**src/rtl/sram_arb2_ctrl.sv**
```systemverilog
// -----------------------------------------------------------------------------
// sram_arb2_ctrl
//
// Two-requester arbiter and sequencer in front of one 4096x22 single-port
// register-file SRAM macro (rflp4096x22mx4). Each requester issues word
// read/write commands over a valid/ready handshake. At most one command is
// granted per cycle, and every macro pin is driven straight from a flop. Read
// data comes back on a per-requester response port two cycles after the
// command is accepted. Throughput is one access per cycle.
//
// Timeline for a command accepted at clock edge E0:
//   E0 : command registered onto the MEM_* pins (MEM_NCE=0)
//   E1 : macro samples its pins; writes commit, read data appears on MEM_DO
//   E2 : MEM_DO registered into RSPn_RDATA; RSPn_VALID is high for one cycle
//
// Configuration macro:
//   SRAM_ARB_FIXED_PRI_EN  defined   -> requester 0 always wins a conflict and
//                                       requester 1 can starve.
//                          undefined -> round robin. After each grant the
//                                       other requester gets priority.
//
// Ports:
//   CLK, NRST          clock (posedge) and asynchronous active-low reset
//   ARB_EN             1 = grants allowed; 0 = no new grants (reads that are
//                      already in flight still complete)
//   REQn_VALID/READY   command handshake, n = 0,1. A requester that is not
//                      granted must hold VALID and its payload stable.
//   REQn_WE            1 = write, 0 = read
//   REQn_ADDR          word address; [AW-1:2] -> MEM_RA, [1:0] -> MEM_CA
//   REQn_WDATA         write data
//   RSPn_VALID         one-cycle pulse; RSPn_RDATA holds read data
//   RSPn_RDATA         read data, held until the next response to n
//   MEM_RA/CA/DIN      macro address and data-in pins
//   MEM_NWRT, MEM_NCE  macro write strobe and chip enable (both active low)
//   MEM_DO             macro data-out
// -----------------------------------------------------------------------------
module sram_arb2_ctrl #(
    parameter int DW  = 22,
    parameter int AW  = 12,
    parameter int RAW = AW - 2
) (
    input  logic           CLK,
    input  logic           NRST,
    input  logic           ARB_EN,

    input  logic           REQ0_VALID,
    output logic           REQ0_READY,
    input  logic           REQ0_WE,
    input  logic [AW-1:0]  REQ0_ADDR,
    input  logic [DW-1:0]  REQ0_WDATA,

    input  logic           REQ1_VALID,
    output logic           REQ1_READY,
    input  logic           REQ1_WE,
    input  logic [AW-1:0]  REQ1_ADDR,
    input  logic [DW-1:0]  REQ1_WDATA,

    output logic           RSP0_VALID,
    output logic [DW-1:0]  RSP0_RDATA,
    output logic           RSP1_VALID,
    output logic [DW-1:0]  RSP1_RDATA,

    output logic [RAW-1:0] MEM_RA,
    output logic [1:0]     MEM_CA,
    output logic [DW-1:0]  MEM_DIN,
    output logic           MEM_NWRT,
    output logic           MEM_NCE,
    input  logic [DW-1:0]  MEM_DO
);

    // Tag carried alongside a read while it travels through the macro.
    typedef struct packed {
        logic vld;   // a read occupies this stage
        logic id;    // requester that issued it
    } rd_tag_t;

    // -------------------------------------------------------------------------
    // Arbitration
    // -------------------------------------------------------------------------
    logic           gnt0;
    logic           gnt1;
    logic           gnt_any;
    logic           gnt_id;
    logic           conflict_id;   // requester that wins when both are valid

    logic           sel_we;
    logic [AW-1:0]  sel_addr;
    logic [DW-1:0]  sel_wdata;

`ifdef SRAM_ARB_FIXED_PRI_EN
    // Fixed priority: requester 0 wins every conflict. No pointer state.
    assign conflict_id = 1'b0;
`else
    // Round robin: after each grant, priority moves to the requester that did
    // not win. With no grant the pointer keeps its value.
    logic prio_q;

    // NOTE: state flops use non-blocking (<=) assignments so that every flop
    // samples the values from before the edge, whatever order the blocks run in.
    always_ff @(posedge CLK or negedge NRST) begin
        if (!NRST) begin
            prio_q <= 1'b0;
        end else if (gnt_any) begin
            prio_q <= ~gnt_id;
        end
    end

    assign conflict_id = prio_q;
`endif

    // READY is gated by NRST so that no handshake can happen while reset is
    // asserted, even though the reset is asynchronous.
    always_comb begin
        // NOTE: every output of this block gets a default first. A path that
        // leaves an output unassigned would otherwise infer a latch.
        gnt0 = 1'b0;
        gnt1 = 1'b0;
        if (NRST && ARB_EN) begin
            if (REQ0_VALID && REQ1_VALID) begin
                gnt0 = (conflict_id == 1'b0);
                gnt1 = (conflict_id == 1'b1);
            end else begin
                gnt0 = REQ0_VALID;
                gnt1 = REQ1_VALID;
            end
        end
    end

    assign REQ0_READY = gnt0;
    assign REQ1_READY = gnt1;
    assign gnt_any    = gnt0 | gnt1;
    assign gnt_id     = gnt1;

    // Command mux. Its output only matters when gnt_any is set.
    always_comb begin
        sel_we    = REQ0_WE;
        sel_addr  = REQ0_ADDR;
        sel_wdata = REQ0_WDATA;
        if (gnt1) begin
            sel_we    = REQ1_WE;
            sel_addr  = REQ1_ADDR;
            sel_wdata = REQ1_WDATA;
        end
    end

    // -------------------------------------------------------------------------
    // Macro pin registers (edge E0)
    // -------------------------------------------------------------------------
    // RA/CA/DIN load only on a grant. On idle cycles they keep their last
    // value, so the macro's address and data pins do not toggle while it is
    // deselected. The reset drives MEM_NCE high asynchronously, which stops
    // any access that is under way.
    always_ff @(posedge CLK or negedge NRST) begin
        if (!NRST) begin
            MEM_NCE  <= 1'b1;
            MEM_NWRT <= 1'b1;
            MEM_RA   <= '0;
            MEM_CA   <= '0;
            MEM_DIN  <= '0;
        end else if (gnt_any) begin
            MEM_NCE  <= 1'b0;
            MEM_NWRT <= ~sel_we;
            MEM_RA   <= sel_addr[AW-1:2];
            MEM_CA   <= sel_addr[1:0];
            MEM_DIN  <= sel_wdata;
        end else begin
            MEM_NCE  <= 1'b1;
            MEM_NWRT <= 1'b1;
        end
    end

    // -------------------------------------------------------------------------
    // Read pipe: two {valid,id} stages that track each read through the macro.
    // Stage 1 lines up with the pins being presented (E0 -> E1). Stage 2 lines
    // up with data coming out on MEM_DO (E1 -> E2). A new read can enter every
    // cycle. Reset clears both stages, so reads in flight are dropped without
    // a response.
    // -------------------------------------------------------------------------
    rd_tag_t rd_p1;
    rd_tag_t rd_p2;

    always_ff @(posedge CLK or negedge NRST) begin
        if (!NRST) begin
            rd_p1 <= '0;
            rd_p2 <= '0;
        end else begin
            rd_p1.vld <= gnt_any & ~sel_we;
            rd_p1.id  <= gnt_id;
            rd_p2     <= rd_p1;
        end
    end

    // -------------------------------------------------------------------------
    // Response registers (edge E2)
    // -------------------------------------------------------------------------
    // Only one read occupies stage 2 at a time, so at most one RSPn_VALID is
    // high in any cycle. Each RDATA register loads only for its own
    // requester and otherwise holds its value.
    logic rsp0_hit;
    logic rsp1_hit;

    assign rsp0_hit = rd_p2.vld & ~rd_p2.id;
    assign rsp1_hit = rd_p2.vld &  rd_p2.id;

    always_ff @(posedge CLK or negedge NRST) begin
        if (!NRST) begin
            RSP0_VALID <= 1'b0;
            RSP1_VALID <= 1'b0;
            RSP0_RDATA <= '0;
            RSP1_RDATA <= '0;
        end else begin
            RSP0_VALID <= rsp0_hit;
            RSP1_VALID <= rsp1_hit;
            if (rsp0_hit) begin
                RSP0_RDATA <= MEM_DO;
            end
            if (rsp1_hit) begin
                RSP1_RDATA <= MEM_DO;
            end
        end
    end

    // -------------------------------------------------------------------------
    // Protocol properties (simulation only)
    // -------------------------------------------------------------------------
`ifndef SYNTHESIS
    // At most one grant per cycle.
    a_one_grant : assert property (@(posedge CLK) disable iff (!NRST)
        !(REQ0_READY && REQ1_READY));

    // A grant only goes to a requester that is asking.
    a_ready0_valid : assert property (@(posedge CLK) disable iff (!NRST)
        REQ0_READY |-> REQ0_VALID);
    a_ready1_valid : assert property (@(posedge CLK) disable iff (!NRST)
        REQ1_READY |-> REQ1_VALID);

    // No grants while arbitration is disabled.
    a_arb_off : assert property (@(posedge CLK) disable iff (!NRST)
        !ARB_EN |-> !(REQ0_READY || REQ1_READY));

    // The two response ports never pulse in the same cycle.
    a_rsp_excl : assert property (@(posedge CLK) disable iff (!NRST)
        !(RSP0_VALID && RSP1_VALID));

    // On a conflict, the requester holding priority wins.
    a_conflict : assert property (@(posedge CLK) disable iff (!NRST)
        (ARB_EN && REQ0_VALID && REQ1_VALID) |->
            (conflict_id ? REQ1_READY : REQ0_READY));
`endif

endmodule

```
**config.mk**
```make
export PLATFORM = sky130hd
export DESIGN_NAME = sram_arb2_ctrl
export DESIGN_NICKNAME = d
export VERILOG_FILES = /design/src/rtl/sram_arb2_ctrl.sv
export SDC_FILE = /design/constraint.sdc
export NUM_CORES = 1
export LEC_CHECK = 0
export ABC_CLOCK_PERIOD_IN_PS = 1950
export BUFFER_PORTS_ARGS = -buffer_cell sky130_fd_sc_hd__buf_2
export CORE_UTILIZATION = 46
export CTS_CLUSTER_SIZE = 20
export DETAILED_ROUTE_END_ITERATION = 8
export PLACE_DENSITY = 0.8
export SKIP_LAST_GASP = 1
export SYNTH_ARGS = -nofsm -noshare
export SYNTH_HDL_FRONTEND = slang
export SYNTH_SLANG_ARGS = --single-unit
```
**constraint.sdc**
```tcl
create_clock -name CLK -period 1.95 [get_ports CLK]
set_input_delay 0.2925 -clock CLK [delete_from_list [all_inputs] [get_ports CLK]]
set_output_delay 0.2925 -clock CLK [all_outputs]
set_load 0.005 [all_outputs]
```
* Yosys cells after proc, flatten, opt, wreduce, memory -nomap -nowiden
Index checks and enable logic that the tools add are counted.
** Storage, ports and cells
- Memories kept :: 0
- Input port bits :: 97
- Bits in latches :: 0
- Output and inout port bits :: 84
- RAM bits :: 0
- Bits in registers :: 87
- Bits in read-only memories :: 0
- Logic and storage cells :: 33
** Cells by class
- Div/mod/pow operators :: 0
- Shift-type cells :: 0
- Bitwise logic cells :: 8
- Reduce and logical (&&, ||, !) cells :: 2
- Mux-type cells :: 9
- $add $sub $neg :: 0
- $lt $le $gt $ge :: 0
- Eq/ne operators :: 0
- Multipliers :: 0
** Operators with widths (number)
- two-way mux 22 bit :: 1
- two-way mux 12 bit :: 1
- two-way mux 1 bit :: 7
- inverter 1 bit :: 4
- bitwise AND 1 bit :: 3
- logical AND 1 bit :: 2
- bitwise OR 1 bit :: 1

* Longest topological paths before layout
Gate-level depths: netlist of run 1.
- Depth in word-level cells :: 6
- Mapped depth :: 6

* Worst setup path after synthesis of run 1
No wires, ideal clock.
- Path kind :: register to register
- Start :: register prio_q, in the netlist conflict_id
- End :: register MEM_DIN[10]
- Data arrival time :: 1.322 ns
- Setup time :: 0.126 ns
- Cell stages (with the launch flop) :: 7
- Path buffers :: 3
- Slack :: 0.502 ns
- Path through :: dfrtp_1 nor2b_1 buf_6 or2_1 buf_6 buf_6 a221o_1
** Between the ends
- Word-level cells in the longest chain between the ends :: 4
** Ends and longest elaborated chain
- from (decl) :: RTL line 96 : logic prio_q;
- from (signal assigned) :: RTL line 104 : prio_q <= ~gnt_id;
- inverter 1 bit :: RTL line 120 : gnt0 = (conflict_id == 1'b0);
- two-way mux 1 bit :: RTL line 119 : if (REQ0_VALID && REQ1_VALID) begin
- two-way mux 1 bit :: RTL line 118 : if (NRST && ARB_EN) begin
- bitwise OR 1 bit :: RTL line 131 : assign gnt_any = gnt0 | gnt1;
- to (signal assigned) :: RTL line 165 : MEM_DIN <= sel_wdata;
- to (decl) :: RTL line 65 : output logic [DW-1:0] MEM_DIN,
Several ways; a longest one is shown, not always the timed one.
A chain may end at the register's enable or synchronous reset.

* Worst setup path in the final report of run 1
- Start :: register prio_q, in the netlist conflict_id
- End :: output REQ1_READY
** Between the ends
- Word-level cells in the longest chain between the ends :: 2
** Ends and longest elaborated chain
- two-way mux 1 bit :: RTL line 119
- two-way mux 1 bit :: RTL line 118
- to (decl) :: RTL line 53 : output logic REQ1_READY,
Every way passes these cells.

==> results.sh, run 1 <==
export IMPL_yosys_area_top_type="dfrtp_1"
export IMPL_die_x_um=91.8
export IMPL_clockPowerShare_pct=26.6
export IMPL_hold_path_class="input port to flop"
export IMPL_synth_distinct_cells=23
export IMPL_combPwrFrac_pct=22.3
export IMPL_syn2layout_area_growth_pct=32.2
export IMPL_grt_overflow=0
export IMPL_placed_cell_area_um2=4700
export IMPL_tns_ps=0
export IMPL_synthesis_area_um2=3710
export IMPL_vias=2928
export IMPL_hold_path_depth=2
export IMPL_core_um2=7770
export IMPL_worstMarginPinSlew_ps=911
export IMPL_p_per_area_nw_per_um2=936
export IMPL_setup_viol=0
export IMPL_die_area_um2=8430
export IMPL_yosys_warnings=0
export IMPL_required_ps=1660
export IMPL_synth_seq_cells=87
export IMPL_io_pins=181
export IMPL_stdcell_area_um2=4900
export IMPL_initial_utilization_pct=47.8
export IMPL_io_buffer_count=180
export IMPL_synthCells=273
export IMPL_yosys_top_cells_area="dfrtp_1, mux2_2, a221o_1"
export IMPL_critPathLaunchType="flop"
export IMPL_max_cap_violations=0
export IMPL_hold_violations=0
export IMPL_fp_dieH_um=91.8
export IMPL_dp_slack_ps=140
export IMPL_clk_pin_slew_ps=80
export IMPL_arrival_ps=1440
export IMPL_rows=32
export IMPL_antenna_found_initial=0
export IMPL_fin_crit_sh_pct=89.0
export IMPL_dp_hpwl_mm=6.18
export IMPL_wire_per_inst_um=15.3
export IMPL_dp_cells=541
export IMPL_grt_pass1_vias=2899
export IMPL_pwr_share_seq_pct=51.1
export IMPL_period_needed_ps=1740
export IMPL_endpoint_kind="output port"
export IMPL_grt_max_degree=77
export IMPL_cts_tree="done"
export IMPL_swShare_pct=27.0
export IMPL_insertion_delay_ps=340
export IMPL_critPathMaxFanout=14
export IMPL_grt_total_usage_pct=21.0
export IMPL_final_setup_skew_ps=10.4
export IMPL_rsz0062_at_grt="no"
export IMPL_fmax_ghz=0.576
export IMPL_p_switching_mw=1.24
export IMPL_nets=548
export IMPL_grt_pass1_wl_mm=13.7
export IMPL_outcome="finished clean"
export IMPL_routed_wl_mm=8.56
export IMPL_p_leak_nw=2.37
export IMPL_netlist_area_leader_share_pct=57.3
export IMPL_cts_root_buf="clkbuf_8"
export IMPL_antenna_cells=0
export IMPL_gp_congestion=0.799
export IMPL_finalPower_mw=4.59
export IMPL_cts_sinks=87
export IMPL_detail_route_antenna_nets=0
export IMPL_vias_per_cell=5.25
export IMPL_stdcell_count=558
export IMPL_syn_num_nets=370
export IMPL_clockBufferDepth=2
export IMPL_crit_type="flop to output port"
export IMPL_worstRegToRegCells=4
export IMPL_drtIter0Drc=109
export IMPL_htreeDepth=3
export IMPL_max_vdd_ir_drop_mv=0.385
export IMPL_layout_drive_gt1_share_pct=53.9
export IMPL_relSlewSlack_pct=39.3
export IMPL_syn_area_per_cell_um2=13.6
export IMPL_remaining_drc_errors=0
export IMPL_internal_power_mw=3.35
export IMPL_layout_setup_ws_ps=214
export IMPL_cts_made_buffers=9
export IMPL_first_pass_iters=6
export IMPL_ys_seq_area_share_pct=58.7
export IMPL_cts_resized=0
export IMPL_finalMaxSlewViolations=0
## per-layer routing
metal	track usage, %	vias to the layer above	share of wire (%)
met5	0	-	0
met4	8.07	0	1.4
met3	4.98	11	7.9
met2	34.6	146	48
met1	27.0	1420	43
li1	-	1351	-
## synthesized netlist by cell type
library cell	number
a21oi_1	2
a221o_1	34
a31oi_1	1
and2_1	35
buf_1	2
buf_2	2
buf_6	5
clkbuf_1	13
dfrtp_1	85
dfstp_2	2
inv_1	1
inv_2	2
mux2_1	9
mux2_2	35
nand2_1	2
nand3_2	1
nor2b_1	2
nor3_1	1
nor3b_1	35
o211a_2	1
o21a_1	1
o21ai_1	1
or2_1	1
## metrics by stage
| stage | util, % | hold slack [ps] |
|---|---|---|
| finish | 63.1 | 181 |
| global placement | 60.5 | 144 |
| detailed placement | 60.5 | 148 |
| floorplan | - | -3.09 |
| CTS | 63.1 | 162 |
| global route | 63.1 | 169 |
## worst max-delay path, cell delays in order, from the launching register on
cell	delay, ps
dfrtp_1	420
nor2b_2	60
or2_1	240
buf_4	200
inv_2	70
buf_2	110
## cell type report
class / count / area [µm²]
flip-flops and latches: 87 / 2180
clock inverters: 6 / 70.1
clock buffers: 10 / 128
repair buffers: 189 / 986
fillers: 628 / 2860
multi-input cells: 161 / 1400
well taps: 102 / 128
inverters: 3 / 11.3
## path summary, 6_finish.rpt
| check | from | endpoint | slack (ps) |
|---|---|---|---|
| setup / recovery | conflict_id | REQ1_READY | 210 |
| hold / removal | MEM_DO[17] | RSP0_RDATA[17] | 180 |
| setup reg to reg | conflict_id | MEM_DIN[9] | 510 |
| hold reg to reg | rd_p1[0] | rd_p2[0] | 350 |
| max in group asynchronous | NRST | RSP1_RDATA[13] | 1130 |
| min in group asynchronous | NRST | RSP0_VALID | 220 |
## what timing repair did
item / in CTS / in global routing
hold buffers: 1 / 0
setup buffers: 0 / 0
endpoints found under the hold margin: 11 / 0
## power by group through the flow
| stage | logic, mW | clock network (mW) | registers (mW) |
|---|---|---|---|
| CTS | 1.04 | 1.26 | 2.35 |
| global placement | 1.00 | 0 | 2.37 |
| detailed placement | 1.05 | 0 | 2.37 |
| finish | 1.02 | 1.22 | 2.35 |
| global route | 1.13 | 1.33 | 2.39 |
| floorplan | 0.435 | 0 | 2.39 |
## registers in the layout, indices dropped and copies added (netlist names), 2 cells and up
register    flops
MEM_CA          2
rd_p2           2
MEM_RA         10
MEM_DIN        22
RSP0_RDATA     22
rd_p1           2
RSP1_RDATA     22
## logic make-up (layout without fill, tap and decap cells)
family          count (synthesis)  count (layout)  synth area share, %
mux                            44              44                 13.4
buf+inv                        25             208                 3.61
compound gates                 40              40                 10.2
flops                          87              87                 58.7
simple gates                   77              77                 14.1
## placed cells by master, fill, tap and decap left out
cell type | netlist | layout
a21oi_1 | 2 | 2
a221o_1 | 34 | 34
a31oi_1 | 1 | 1
and2_1 | 35 | 35
buf_12 | 0 | 1
buf_2 | 2 | 179
buf_4 | 0 | 8
bufinv_16 | 0 | 1
clkbuf_1 | 13 | 1
clkbuf_8 | 0 | 9
clkinv_4 | 0 | 1
clkinvlp_4 | 0 | 3
dfrtp_1 | 85 | 85
dfstp_2 | 2 | 2
dlygate4sd3_1 | 0 | 1
inv_1 | 1 | 1
inv_2 | 2 | 2
inv_6 | 0 | 1
mux2_1 | 9 | 9
mux2_2 | 35 | 35
nand2_1 | 2 | 2
nand3_2 | 1 | 1
nor2b_2 | 0 | 2
nor3_1 | 1 | 1
nor3b_1 | 35 | 35
o211a_2 | 1 | 1
o21a_1 | 1 | 1
o21ai_1 | 1 | 1
or2_1 | 1 | 1
Power figures use the tool's default switching activity.
==> run 2, diff against run 1 <==
REMOVE_ABC_BUFFERS = 1   (was unset)
==> run 2 against run 1 <==
Against the previous run:
- fmax shrank 6.6%
- largest cell class unchanged
- flip-flop and latch count unchanged
- combinational power about the same
- sequential share of layout area decreased by 0.12 points
==> results.sh, run 2 (synthesized netlist as in run 1, its figures left out) <==
export IMPL_cts_made_buffers=9
export IMPL_relSlewSlack_pct=48.8
export IMPL_worstMarginPinSlew_ps=765
export IMPL_final_common_cell="buf_2"
export IMPL_final_setup_skew_ps=6.54
export IMPL_antenna_found_initial=0
export IMPL_grt_total_usage_pct=21.6
export IMPL_path_cells="nor2b_2, or2_1, buf_4, inv_2, buf_2"
export IMPL_p_per_area_nw_per_um2=908
export IMPL_top_usage_layer="met2"
export IMPL_pwr_share_seq_pct=52.6
export IMPL_antenna_cells=0
export IMPL_grt_max_degree=41
export IMPL_critPathMaxFanout=35
export IMPL_io_buffer_count=180
export IMPL_htreeDepth=3
export IMPL_grtUsageMet1_pct=27.4
export IMPL_critPathLaunchType="flop"
export IMPL_detail_route_antenna_nets=0
export IMPL_fp_dieH_um=91.8
export IMPL_dp_hpwl_mm=6.21
export IMPL_setup_viol=0
export IMPL_final_cell_mix="buf_2, dfrtp_1, and2_1, nor3b_1, mux2_2"
export IMPL_cts_resized=0
export IMPL_swShare_pct=27.2
export IMPL_max_cap_violations=0
export IMPL_slowest_stage="dfrtp_1"
export IMPL_routed_wl_mm=8.82
export IMPL_fin_crit_sh_pct=95.3
export IMPL_outcome="finished clean"
export IMPL_wire_per_inst_um=15.8
export IMPL_syn2layout_area_growth_pct=32.5
export IMPL_p_switching_mw=1.21
export IMPL_cts_setup_buffers=0
export IMPL_layout_drive_gt1_share_pct=54.1
export IMPL_endpoint_kind="output port"
export IMPL_finalPower_mw=4.47
export IMPL_remaining_drc_errors=0
export IMPL_cts_tree="done"
export IMPL_core_um2=7770
export IMPL_p_leak_nw=2.39
export IMPL_rows=32
export IMPL_required_ps=1660
export IMPL_io_pins=181
export IMPL_crit_type="flop to output port"
export IMPL_initial_utilization_pct=47.8
export IMPL_die_area_um2=8430
export IMPL_arrival_ps=1570
export IMPL_path_buf_inv=3
export IMPL_grt_use_met3_pct=4.98
export IMPL_hold_path_class="input port to async pin"
export IMPL_cts_sinks=87
export IMPL_grtUsageMet2_pct=35.3
export IMPL_max_vdd_ir_drop_mv=0.336
export IMPL_drtIter0Drc=71
export IMPL_grt_pass1_wl_mm=14.1
export IMPL_tns_ps=0
export IMPL_largestRegisters="MEM_DIN (22), RSP0_RDATA (22), RSP1_RDATA (22)"
export IMPL_grt_pass1_vias=2889
export IMPL_stdcell_count=560
export IMPL_first_pass_iters=4
export IMPL_combPwrFrac_pct=23.2
export IMPL_finalMaxSlewViolations=0
export IMPL_period_needed_ps=1860
export IMPL_cp_top_family="buffers and inverters"
export IMPL_dp_cells=543
export IMPL_vias_per_cell=5.19
export IMPL_insertion_delay_ps=340
export IMPL_internal_power_mw=3.25
export IMPL_hold_violations=0
export IMPL_clockPowerShare_pct=24.2
export IMPL_nets=551
export IMPL_cts_hold_buf=2
export IMPL_die_x_um=91.8
export IMPL_cts_root_buf="clkbuf_8"
export IMPL_crit_path_max_incr_delay_ps=430
export IMPL_hold_slack_ps=24.6
export IMPL_vias=2907
export IMPL_fmax_ghz=0.538
export IMPL_clockBufferDepth=2
export IMPL_rsz0062_at_grt="no"
export IMPL_grt_overflow=0
export IMPL_clk_pin_slew_ps=80
export IMPL_gp_congestion=0.781
[run 2: cell types whose count changed in the layout (fill, tap and decap cells not counted), sizes merged]
cell      delta
clkinvlp     -2
clkbuf       +1
inv          -1
buf          +3
clkinv       +2
bufinv       -1
[run 2: per-layer routing]
layer / routed length, µm / part of all wire, %
met1: 3880 / 44
met2: 4080 / 46
met3: 648 / 7.3
met4: 213 / 2.4
met5: 0 / 0
[run 2: worst reg2reg max path: stages, from the launching register on]
cell	delay [ps]
dfrtp_1	430
nor2b_2	140
buf_4	360
nor3b_1	140
a221o_1	280
[run 2: power groups by stage]
stage                     Sequential [mW]  Combinational, mW  Clock (mW)
after floorplan                      2.39              0.409           0
after global placement               2.37               1.02           0
after detailed placement             2.38               1.05           0
after CTS                            2.35               1.05        1.12
after global routing                 2.40               1.14        1.19
final                                2.35               1.04        1.08
[run 2: layout make-up]
class | count | area, µm²
timing repair buffer | 192 | 1030
tap | 102 | 128
fill | 624 | 2850
clock buffer | 11 | 141
clock inverter | 4 | 22.5
inverter | 3 | 11.3
sequential | 87 | 2180
multi-input combinational | 161 | 1400
[run 2: final timing paths]
check	end	start	slack, ps	cells after the start
setup / recovery	REQ1_READY	conflict_id	90	5
hold / removal	MEM_DIN[4]	NRST	20	3
setup reg to reg	MEM_DIN[20]	conflict_id	480	4
hold reg to reg	rd_p2[1]	rd_p1[1]	350	0
max in group asynchronous	MEM_RA[5]	NRST	740	3
min in group CLK	RSP0_RDATA[12]	MEM_DO[12]	180	2
[run 2: stage by stage]
stage               setup WS (ps)  utilization, %  cell area (µm²)
finish                       91.7            63.3             4920
global route                 25.5            63.3             4920
CTS                          81.7            63.3             4920
detailed placement            346            60.8             4720
global placement              416            60.8             4720
floorplan                    -827               -             3590
==> run 3, diff against run 2 <==
ABC_CLOCK_PERIOD_IN_PS = unset   (was 1950)
PLACE_DENSITY = 0.84   (was 0.8)
SKIP_LAST_GASP = unset   (was 1)
==> run 3 against run 2 <==
Against the previous run:
- worst setup slack improved by 170 ps
- via count is 0.38% higher
- design area fell by 0.25%
- clock skew increased by 6.4 ps
- largest cell class unchanged
- critical path depth is 1 lower
- global-route usage down 0.67 points
- combinational power about the same
- power grew 2.0%
- core utilization is 0.16 points lower
- clock power increased by 9%
- sequential power hardly changed
==> results.sh, run 3 (synthesized netlist as in run 1, its figures left out) <==
export IMPL_outcome="finished clean"
export IMPL_internal_power_mw=3.34
export IMPL_clk_pin_slew_ps=90
export IMPL_fp_dieH_um=91.8
export IMPL_stdcell_count=559
export IMPL_final_cell_mix="buf_2, dfrtp_1, and2_1, nor3b_1, mux2_2"
export IMPL_p_switching_mw=1.21
export IMPL_wire_per_inst_um=15.7
export IMPL_clockPowerShare_pct=26.0
export IMPL_fin_util_pct=63.2
export IMPL_nets=550
export IMPL_grt_pass1_vias=2850
export IMPL_antenna_found_initial=0
export IMPL_grt_max_degree=51
export IMPL_initial_utilization_pct=47.8
export IMPL_fin_crit_sh_pct=86.8
export IMPL_cts_sinks=87
export IMPL_p_leak_nw=2.39
export IMPL_r2r_start="conflict_id"
export IMPL_p_per_area_nw_per_um2=929
export IMPL_first_pass_iters=4
export IMPL_worstMarginPinSlew_ps=587
export IMPL_dp_hpwl_mm=6.35
export IMPL_arrival_ps=1400
export IMPL_relSlewSlack_pct=60.9
export IMPL_io_buffer_count=180
export IMPL_insertion_delay_ps=340
export IMPL_max_cap_violations=0
export IMPL_io_pins=181
export IMPL_crit_type="flop to output port"
export IMPL_cts_hold_buf=0
export IMPL_fmax_ghz=0.591
export IMPL_grt_overflow=0
export IMPL_worstRegToRegCells=4
export IMPL_die_x_um=91.8
export IMPL_die_area_um2=8430
export IMPL_final_setup_skew_ps=12.9
export IMPL_core_um2=7770
export IMPL_finalMaxSlewViolations=0
export IMPL_dp_slack_ps=331
export IMPL_critPathLaunchType="flop"
export IMPL_layout_setup_ws_ps=257
export IMPL_rows=32
export IMPL_vias_per_cell=5.22
export IMPL_setup_viol=0
export IMPL_period_needed_ps=1690
export IMPL_r2r_end="MEM_DIN[9]"
export IMPL_endpoint_kind="output port"
export IMPL_final_common_cell="buf_2"
export IMPL_max_vdd_ir_drop_mv=0.441
export IMPL_reg2reg_slack_ps=440
export IMPL_htreeDepth=3
export IMPL_remaining_drc_errors=0
export IMPL_required_ps=1660
export IMPL_stdcell_area_um2=4910
export IMPL_vias=2918
export IMPL_cts_resized=0
export IMPL_placed_cell_area_um2=4720
export IMPL_gp_congestion=0.784
export IMPL_cts_tree="done"
export IMPL_largestRegisters="MEM_DIN (22), RSP0_RDATA (22), RSP1_RDATA (22)"
export IMPL_hold_path_class="input port to async pin"
export IMPL_finalPower_mw=4.56
export IMPL_drtIter0Drc=82
export IMPL_layout_drive_gt1_share_pct=54.5
export IMPL_detail_route_antenna_nets=0
export IMPL_syn2layout_area_growth_pct=32.2
export IMPL_cts_setup_buffers=0
export IMPL_dp_cells=544
export IMPL_critPathMaxFanout=5
export IMPL_hold_violations=0
export IMPL_pwr_share_seq_pct=51.4
export IMPL_antenna_cells=0
export IMPL_rsz0062_at_grt="no"
export IMPL_routed_wl_mm=8.80
export IMPL_cts_root_buf="clkbuf_8"
export IMPL_grt_pass1_wl_mm=13.7
export IMPL_swShare_pct=26.7
export IMPL_grt_total_usage_pct=21.0
export IMPL_cts_made_buffers=9
export IMPL_combPwrFrac_pct=22.6
export IMPL_clockBufferDepth=2
run 3: worst max path at each step:
stage                      from           to  slack, ps
finish              conflict_id   REQ1_READY        260
global route        conflict_id   REQ1_READY        150
CTS                 conflict_id   REQ1_READY        240
detailed placement   REQ1_VALID  MEM_DIN[20]        330
global placement     REQ1_VALID  MEM_DIN[15]        370
floorplan           conflict_id   REQ1_READY       -830
run 3: power groups by stage:
stage / registers, mW / clock network, mW / logic, mW
floorplan: 2.39 / 0 / 0.409
global route: 2.38 / 1.30 / 1.13
finish: 2.34 / 1.18 / 1.03
detailed placement: 2.37 / 0 / 1.05
global placement: 2.36 / 0 / 1.01
CTS: 2.35 / 1.23 / 1.04
run 3: routing by layer:
metal / part of all wire, % / up-vias / global-route usage [%]
met5: 0 / - / 0
met4: 0.84 / 0 / 4.95
met3: 8.6 / 10 / 7.21
met2: 47 / 149 / 34.6
met1: 44 / 1400 / 26.7
li1: - / 1359 / -
run 3: final cells by class:
class | instances | area [µm²]
inverters | 3 | 11.3
fillers | 606 | 2860
clock buffers | 9 | 124
flip-flops and latches | 87 | 2180
clock inverters | 6 | 62.6
well taps | 102 | 128
repair buffers | 191 | 998
multi-input cells | 161 | 1400
run 3: through the flow:
step | hold slack, ps | TNS [ps]
final | 55.5 | 0
after floorplan | -3.09 | -27820
after detailed placement | 348 | 0
after CTS | 56.0 | 0
after global placement | 332 | 0
after global routing | 69.8 | 0
run 3: worst max-delay path: stages, from the launching register on:
cell	delay, ps
dfrtp_1	440
nor2b_2	150
or2_1	290
inv_2	60
buf_2	130
